--- src/rtl/gpio_wb_pkg.sv ---
// rtl/gpio_wb_pkg.sv - shared types, widths and GPIO register map for the Wishbone master
package gpio_wb_pkg;

    localparam int DEF_ADDR_W  = 4;
    localparam int DEF_DATA_W  = 8;
    localparam int DEF_SEL_W   = 4;
    localparam int DEF_TIMEOUT = 16;

    typedef enum logic [1:0] {
        IDLE = 2'd0,
        BUS  = 2'd1,
        RESP = 2'd2
    } state_e;

    typedef enum logic [1:0] {
        STAT_OK      = 2'd0,
        STAT_ERR     = 2'd1,
        STAT_TIMEOUT = 2'd2
    } rsp_status_e;

    localparam logic [3:0] GPIO_REG_DATA_OUT = 4'h0;
    localparam logic [3:0] GPIO_REG_DATA_IN  = 4'h1;
    localparam logic [3:0] GPIO_REG_DIR      = 4'h2;
    localparam logic [3:0] GPIO_REG_IRQ_EN   = 4'h3;
    localparam logic [3:0] GPIO_REG_IRQ_STAT = 4'h4;

    // Bus-cycle outcome when several terminations coincide: err beats ack beats watchdog.
    function automatic rsp_status_e resolve_status(input logic ack, input logic err);
        rsp_status_e s;
        if (err) begin
            s = STAT_ERR;
        end else if (ack) begin
            s = STAT_OK;
        end else begin
            s = STAT_TIMEOUT;
        end
        return s;
    endfunction

endpackage

--- src/rtl/gpio_wb_watchdog.sv ---
// rtl/gpio_wb_watchdog.sv - saturating bus-cycle watchdog, expires on the TIMEOUT-th enabled cycle
module gpio_wb_watchdog #(
    parameter int TIMEOUT = 16
) (
    input  logic clk_i,
    input  logic rst_i,
    input  logic clear_i,
    input  logic enable_i,
    output logic expire_o
);

    localparam int                CNT_W    = $clog2(TIMEOUT + 1);
    localparam logic [CNT_W-1:0]  CNT_LAST = CNT_W'(TIMEOUT - 1);
    localparam logic [CNT_W-1:0]  CNT_MAX  = CNT_W'(TIMEOUT);

    logic [CNT_W-1:0] cnt_q;
    logic [CNT_W-1:0] cnt_d;

    always_comb begin
        cnt_d = cnt_q;
        if (clear_i) begin
            cnt_d = '0;
        end else if (enable_i && (cnt_q != CNT_MAX)) begin
            cnt_d = cnt_q + CNT_W'(1);
        end
    end

    always_ff @(posedge clk_i) begin
        if (rst_i) begin
            cnt_q <= '0;
        end else begin
            cnt_q <= cnt_d;
        end
    end

    assign expire_o = enable_i && (cnt_q == CNT_LAST);

endmodule

--- src/rtl/gpio_wb_master.sv ---
// rtl/gpio_wb_master.sv - single-outstanding Wishbone classic master with watchdog-bounded cycles
module gpio_wb_master
    import gpio_wb_pkg::*;
#(
    parameter int ADDR_W  = DEF_ADDR_W,
    parameter int DATA_W  = DEF_DATA_W,
    parameter int SEL_W   = DEF_SEL_W,
    parameter int TIMEOUT = DEF_TIMEOUT
) (
    input  logic              wb_clk_i,
    input  logic              wb_rst_i,

    input  logic              cmd_valid_i,
    output logic              cmd_ready_o,
    input  logic              cmd_we_i,
    input  logic [ADDR_W-1:0] cmd_adr_i,
    input  logic [DATA_W-1:0] cmd_dat_i,
    input  logic [SEL_W-1:0]  cmd_sel_i,

    output logic              rsp_valid_o,
    input  logic              rsp_ready_i,
    output logic [DATA_W-1:0] rsp_dat_o,
    output logic              rsp_err_o,
    output logic              rsp_timeout_o,

    output logic              wb_cyc_o,
    output logic              wb_stb_o,
    output logic              wb_we_o,
    output logic [ADDR_W-1:0] wb_adr_o,
    output logic [DATA_W-1:0] wb_dat_o,
    output logic [SEL_W-1:0]  wb_sel_o,
    input  logic [DATA_W-1:0] wb_dat_i,
    input  logic              wb_ack_i,
    input  logic              wb_err_i
);

    state_e            state_q,   state_d;
    logic              we_q,      we_d;
    logic [ADDR_W-1:0] adr_q,     adr_d;
    logic [DATA_W-1:0] dat_q,     dat_d;
    logic [SEL_W-1:0]  sel_q,     sel_d;
    logic [DATA_W-1:0] rsp_dat_q, rsp_dat_d;
    rsp_status_e       status_q,  status_d;

    logic wd_clear;
    logic wd_enable;
    logic wd_expire;

    gpio_wb_watchdog #(
        .TIMEOUT (TIMEOUT)
    ) u_watchdog (
        .clk_i    (wb_clk_i),
        .rst_i    (wb_rst_i),
        .clear_i  (wd_clear),
        .enable_i (wd_enable),
        .expire_o (wd_expire)
    );

    always_comb begin
        state_d   = state_q;
        we_d      = we_q;
        adr_d     = adr_q;
        dat_d     = dat_q;
        sel_d     = sel_q;
        rsp_dat_d = rsp_dat_q;
        status_d  = status_q;
        wd_clear  = 1'b0;
        wd_enable = 1'b0;

        case (state_q)
            IDLE: begin
                if (cmd_valid_i) begin
                    we_d     = cmd_we_i;
                    adr_d    = cmd_adr_i;
                    dat_d    = cmd_dat_i;
                    sel_d    = cmd_sel_i;
                    wd_clear = 1'b1;
                    state_d  = BUS;
                end
            end
            BUS: begin
                wd_enable = 1'b1;
                if (wb_err_i || wb_ack_i || wd_expire) begin
                    status_d = resolve_status(wb_ack_i, wb_err_i);
                    // Only a successful read returns bus data; writes, errors and timeouts report zero.
                    if (!wb_err_i && wb_ack_i && !we_q) begin
                        rsp_dat_d = wb_dat_i;
                    end else begin
                        rsp_dat_d = '0;
                    end
                    state_d = RESP;
                end
            end
            RESP: begin
                if (rsp_ready_i) begin
                    state_d = IDLE;
                end
            end
            default: begin
                state_d = IDLE;
            end
        endcase
    end

    always_ff @(posedge wb_clk_i) begin
        if (wb_rst_i) begin
            state_q   <= IDLE;
            we_q      <= 1'b0;
            adr_q     <= '0;
            dat_q     <= '0;
            sel_q     <= '0;
            rsp_dat_q <= '0;
            status_q  <= STAT_OK;
        end else begin
            state_q   <= state_d;
            we_q      <= we_d;
            adr_q     <= adr_d;
            dat_q     <= dat_d;
            sel_q     <= sel_d;
            rsp_dat_q <= rsp_dat_d;
            status_q  <= status_d;
        end
    end

    assign cmd_ready_o   = (state_q == IDLE);
    assign wb_cyc_o      = (state_q == BUS);
    assign wb_stb_o      = (state_q == BUS);
    assign rsp_valid_o   = (state_q == RESP);

    assign wb_we_o       = we_q;
    assign wb_adr_o      = adr_q;
    assign wb_dat_o      = dat_q;
    assign wb_sel_o      = sel_q;

    assign rsp_dat_o     = rsp_dat_q;
    assign rsp_err_o     = (status_q == STAT_ERR);
    assign rsp_timeout_o = (status_q == STAT_TIMEOUT);

endmodule
--- config.mk ---
export PLATFORM = sky130hd
export DESIGN_NAME = gpio_wb_master
export DESIGN_NICKNAME = d
export VERILOG_FILES = /design/src/rtl/gpio_wb_pkg.sv /design/src/rtl/gpio_wb_watchdog.sv /design/src/rtl/gpio_wb_master.sv
export SDC_FILE = /design/constraint.sdc
export NUM_CORES = 1
export LEC_CHECK = 0
export CORE_MARGIN = 5
export CORE_UTILIZATION = 42
export CTS_CLUSTER_SIZE = 30
export DETAILED_ROUTE_END_ITERATION = 10
export PLACE_DENSITY = 0.88
export SKIP_LAST_GASP = 1
export SLEW_MARGIN = 20
export SYNTH_ARGS = -nofsm -noshare
export SYNTH_HDL_FRONTEND = slang
export SYNTH_HIERARCHICAL = 1
export SYNTH_SLANG_ARGS = --single-unit
--- constraint.sdc ---
create_clock -name wb_clk_i -period 1.95 [get_ports wb_clk_i]
set_input_delay 0.2925 -clock wb_clk_i [delete_from_list [all_inputs] [get_ports wb_clk_i]]
set_output_delay 0.2925 -clock wb_clk_i [all_outputs]
set_load 0.01 [all_outputs]
# == Word-level counts from Yosys, hierarchy flattened ==
# Index checks and enable logic that the tools add are counted.
# classes
addsub,1
multipliers,0
div_mod_pow,0
order_cmp,0
eq_ne,9
shifts,0
n_mux,10
bitwise_logic,0
n_reduce_logical,13
# ops
op,n
$mux W2,5
$mux W8,1
$pmux W2 S3,1
$add A5 B1 Y5 const B,1
$eq A5 B4 Y1 const B,1
$ne A5 B5 Y1 const B,1
$eq A2 B1 Y1 const B,2
$eq A2 B2 Y1 const B,2
$logic_and A1 B1 Y1,4
$ne A2 B1 Y1 const B,2
$reduce_and A2 Y1,2
$mux W1,3
$reduce_and A3 Y1,1
$logic_not A1 Y1,2
$logic_not A2 Y1,1
$logic_or A1 B1 Y1,2
$ne A2 B2 Y1 const B,1
$reduce_or A2 Y1,1
# totals
reg_bits,34
latch_bits,0
ramBits,0
romBits,0
input_bits,31
out_inout_bits,31
word_cells,41
memories,0

# == Logic depth before layout (Yosys ltp) ==
# logic_depth
word_depth,6
ltp_mapped,7
ltp_nobuf,7

# == Hierarchy ==
# Netlist, hierarchy kept.
# modules_own_cells
mod,instances,cells_each,area_per_inst_um2,seq_area_each_um2
gpio_wb_master,1,134,1183.6,580.6
gpio_wb_watchdog,1,31,286.5,100.1

# == Least setup slack after synthesis ==
# No wires, ideal clock.
# synth_path
kind,register -> register
startpoint,reg u_watchdog.cnt_q[0]
endpoint,reg state_q[1]
setup_ns,0.115
t_arrival_ns,1.659
required_time_ns,1.835
setup_slack_ns,0.176
stages_incl_launch_ff,8
path_buffers,0
synth_period_minus_slack_ns,1.774
cell_sequence,dfxtp_1 > ha_1 > and3_1 > ha_1 > and2_1 > nor3_1 > nor2_4 > o21ba_2
# synth_via
elab_chain_len,5
# synth_rtl
item,line_no,source
start: declaration,gpio_wb_watchdog.sv:16,logic [CNT_W-1:0] cnt_q;
start signal: assignment,gpio_wb_watchdog.sv:32,cnt_q <= cnt_d;
$eq A5 B4 Y1,gpio_wb_watchdog.sv:36,assign expire_o = enable_i && (cnt_q == CNT_LAST);
$logic_and A1 B1 Y1,gpio_wb_watchdog.sv:36,
via wd_expire,gpio_wb_master.sv:47,logic wd_expire;
$logic_or A1 B1 Y1,gpio_wb_master.sv:83,if (wb_err_i || wb_ack_i || wd_expire) begin
$ne A2 B1 Y1 (no line),--,
$reduce_and A3 Y1 (no line),--,
end signal: assignment,gpio_wb_master.sv:115,state_q <= state_d;
end: declaration,gpio_wb_master.sv:37,"state_e state_q, state_d;"
# The timed path passes the listed nets, and every way through them passes these cells.
# A chain may end at the register's enable or synchronous reset.

# == Worst setup path in the final report ==
# layout_path
startpoint,reg state_q[1]
endpoint,out wb_cyc_o
# layout_via
elab_chain_len,1
# layout_rtl
item,line_no,source
$eq A2 B1 Y1,gpio_wb_master.sv:126,assign wb_cyc_o = (state_q == BUS);
end: declaration,gpio_wb_master.sv:26,"output logic wb_cyc_o,"
# Every way passes these cells.

==> reports/results.tsv <==
stage	metric	value	unit
power_and_ir_drop	power_switching	391	uW
detailed_routing	drt-pass1-iter-count	4	
power_and_ir_drop	p_total	1.45	mW
place	placed_cells	270	
power_and_ir_drop	p_leak	0.809	nW
job	maxCapViolCount	0	
synthesis	yosysSeqAreaShare	46.3	%
finish	regArea	681	sq um
finish	nNetsFinal	266	
worst_setup_path	end_kind	output port	
worst_setup_path	path_class	reg2out	
cts	clock-sinks	34	
sta	finalHoldViolations	0	
detailed_routing	wl_met2	1.73	mm
die	rows	21	
finish	layout_common_cells	clkdlybuf4s50_1, nand2_1, dfxtp_1	
synthesis	ys_top_cells_by_area	dfxtp_1, nand2_1, mux2i_1	
finish	multi_input_area	714	sq um
place	dp_hpwl	2.76	mm
cts	root_buffer	clkbuf_4	
synthesis	synthDistinctLibCells	30	
worst_setup_path	worstSetupStartpointType	flop	
finish	area_delta_synth_final	49.5	%
detailed_routing	vias	1326	
die	die_x	69.2	um
cts	h-tree-depth	2	
power_and_ir_drop	p_per_area	661	nW/um^2
finish	n_fill_cell	307	
sta	timing.final.crit_period	1.85	ns
worst_setup_path	crit_family	buffers and inverters	
power_and_ir_drop	sw_frac_of_total	26.9	%
sta	finalClockSkew	0.00812	ns
cts	clock_latency	0.34	ns
sta	fmax	0.541	GHz
power_and_ir_drop	peakVddDrop	0.000512	V
die	coreArea	3360	sq um
finish	fin_util	65.4	%
sta	drv_slew	0	
sta	layout_setup_ws	0.102	ns
finish	final_common_cell	clkdlybuf4s50_1	
detailed_routing	wire_per_inst	12.9	um
cts	cts.path.max_buffers	2	
worst_setup_path	crit_buf_inv	2	
detailed_routing	wirelength_met1	1.58	mm
worst_setup_path	cp_num_cells	3	
synthesis	synth_top_area_share	46.3	%
detailed_routing	antenna_left	0	
grt	antenna_found_initial	0	
sta	finalSetupViolations	0	
place	port_buffers	61	
place	post-place-ws	0.0647	ns
synthesis	synth_top_area_cell	dfxtp_1	
worst_setup_path	critPathMaxStageDelay	0.53	ns
power_and_ir_drop	power_frac_seq	51.4	%
finish	layoutNonFillerInstCount	279	
status	status	finished clean	
sta	rsz0062_at_grt	false	
worst_hold_path	whs_path_depth	2	
sta	setup_tns	0	ns
sta	timing.final.crit_share	94.8	%
synthesis	synth_nets	199	
synthesis	avgSynthCellArea	8.91	sq um
detailed_routing	dr_wl_met3	265	um
power_and_ir_drop	p_int	1.06	mW
worst_hold_path	hold_class	reg2reg	
worst_setup_path	required	1.66	ns
die	initial_core_util	43.7	%
grt	grt_pass1_vias	1356	
cts	cts_buffers	5	
worst_setup_path	worstPathArrival	1.56	ns
worst_setup_path	cp_slowest_cell	clkdlybuf4s50_1	
detailed_routing	top_layer	met4	
synthesis	synthCells	165	
detailed_routing	drtIter0Drc	62	
power_and_ir_drop	clkPwrFrac	28.7	%
grt	grt_max_degree	20	
die	chipHeight	69.2	um
grt	grt_pass1_wl	6.09	mm
detailed_routing	drc_errors	0	
synthesis	ys_seq_elements	34	
grt	grt.overflow.total	0	
place	place.gp.congestion	0.712	
synthesis	synthesis.area	1470	sq um
grt	gr-usage-all-layers	15.5	%
finish	diodes	0	
sta	max_slew_margin	78.7	%
detailed_routing	finalWirelength	3.60	mm
synthesis	yosysWarnings	6	
worst_setup_path	critPathMaxFanout	4	
power_and_ir_drop	power_frac_comb	20.0	%
finish	drive_gt1_share	13.7	%
detailed_routing	via_per_inst	4.75	
worst_setup_path	reg2regPathDepth	7	
cts	tritoncts	done	
die	ioPinCount	62	
worst_setup_path	path_cells	nand2b_2 > inv_2 > clkdlybuf4s50_1	
cts	clk_pin_slew_worst_paths	0.11	ns
die	die_area	4780	sq um
sta	worst_slew_pin_slew	0.319	ns
-- flip-flops by register name, summed over array words and instances (netlist names) --
register / cells
wb_adr_o: 4
u_watchdog/cnt_q: 5
rsp_dat_o: 8
wb_we_o: 1
wb_dat_o: 8
state_q: 2
wb_sel_o: 4
status_q: 2
-- metrics by stage --
| step | hold WS [ns] | instance area (sq um) |
|---|---|---|
| final | 0.460 | 2200 |
| after global routing | 0.488 | 2200 |
| after CTS | 0.464 | 2190 |
| after detailed placement | 0.448 | 2120 |
| after global placement | 0.441 | 2120 |
| after floorplan | 0.428 | 1470 |
-- kinds of logic after synthesis --
family / count (synthesis) / share of synthesized area [%]
compound gates: 24 / 10.6
mux: 10 / 6.81
fa+ha+maj: 3 / 2.55
buf+inv: 12 / 5.62
xor+xnor: 2 / 1.19
simple gates: 80 / 26.9
flops: 34 / 46.3
-- worst paths after layout --
check	from	to	slack, ns
worst max-delay path	state_q[1]	wb_cyc_o	0.10
worst min-delay path	wb_sel_o[0]	wb_sel_o[0]	0.46
worst max register to register	u_watchdog/cnt_q[0]	state_q[1]	0.21
worst min register to register	wb_sel_o[0]	wb_sel_o[0]	0.46
-- synthesized netlist by cell type (all sizes together) --
library cell,instances
buf,5
nand2,50
and2,1
mux2i,10
nor2,9
nor3,2
nor4b,1
xor2,2
nand4bb,1
o21ba,1
ha,3
nor2b,4
nand2b,9
nand4,1
or3b,1
o21ai,2
dfxtp,34
a31oi,1
a21oi,20
clkbuf,2
inv,5
and3,1
-- layout make-up --
cell class | instances | share of cell area (%)
multi-input cells | 119 | 32.5
inverters | 5 | 1.20
flip-flops and latches | 34 | 31.0
repair buffers | 67 | 29.8
clock buffers | 6 | 2.33
well taps | 46 | 2.62
clock inverters | 2 | 0.569
-- power groups by stage --
stage	sequential, mW	combinational [mW]	clock [mW]
final	0.746	0.290	0.416
after global routing	0.750	0.315	0.455
after CTS	0.746	0.292	0.430
after detailed placement	0.762	0.288	0
after global placement	0.760	0.284	0
after floorplan	0.772	0.131	0
-- repair_timing --
item | 4_1_cts | 5_1_grt
hold buffers | 0 | 0
resized for setup | 1 | 2
pin swaps | 0 | 0
endpoints found under the setup margin | 2 | 3
setup buffers | 1 | 0
-- worst min-delay path, stage by stage, from the launching register on --
cell and delay [ns]:
dfxtp_1 0.32, nand2_1 0.05, a21oi_1 0.05
-- layer usage --
layer | up-vias | track usage [%]
met3 | 6 | 6.10
met2 | 48 | 26.5
met4 | 0 | 4.56
met1 | 605 | 17.9
li1 | 667 | -
met5 | - | 0
Power figures use the tool's default switching activity.
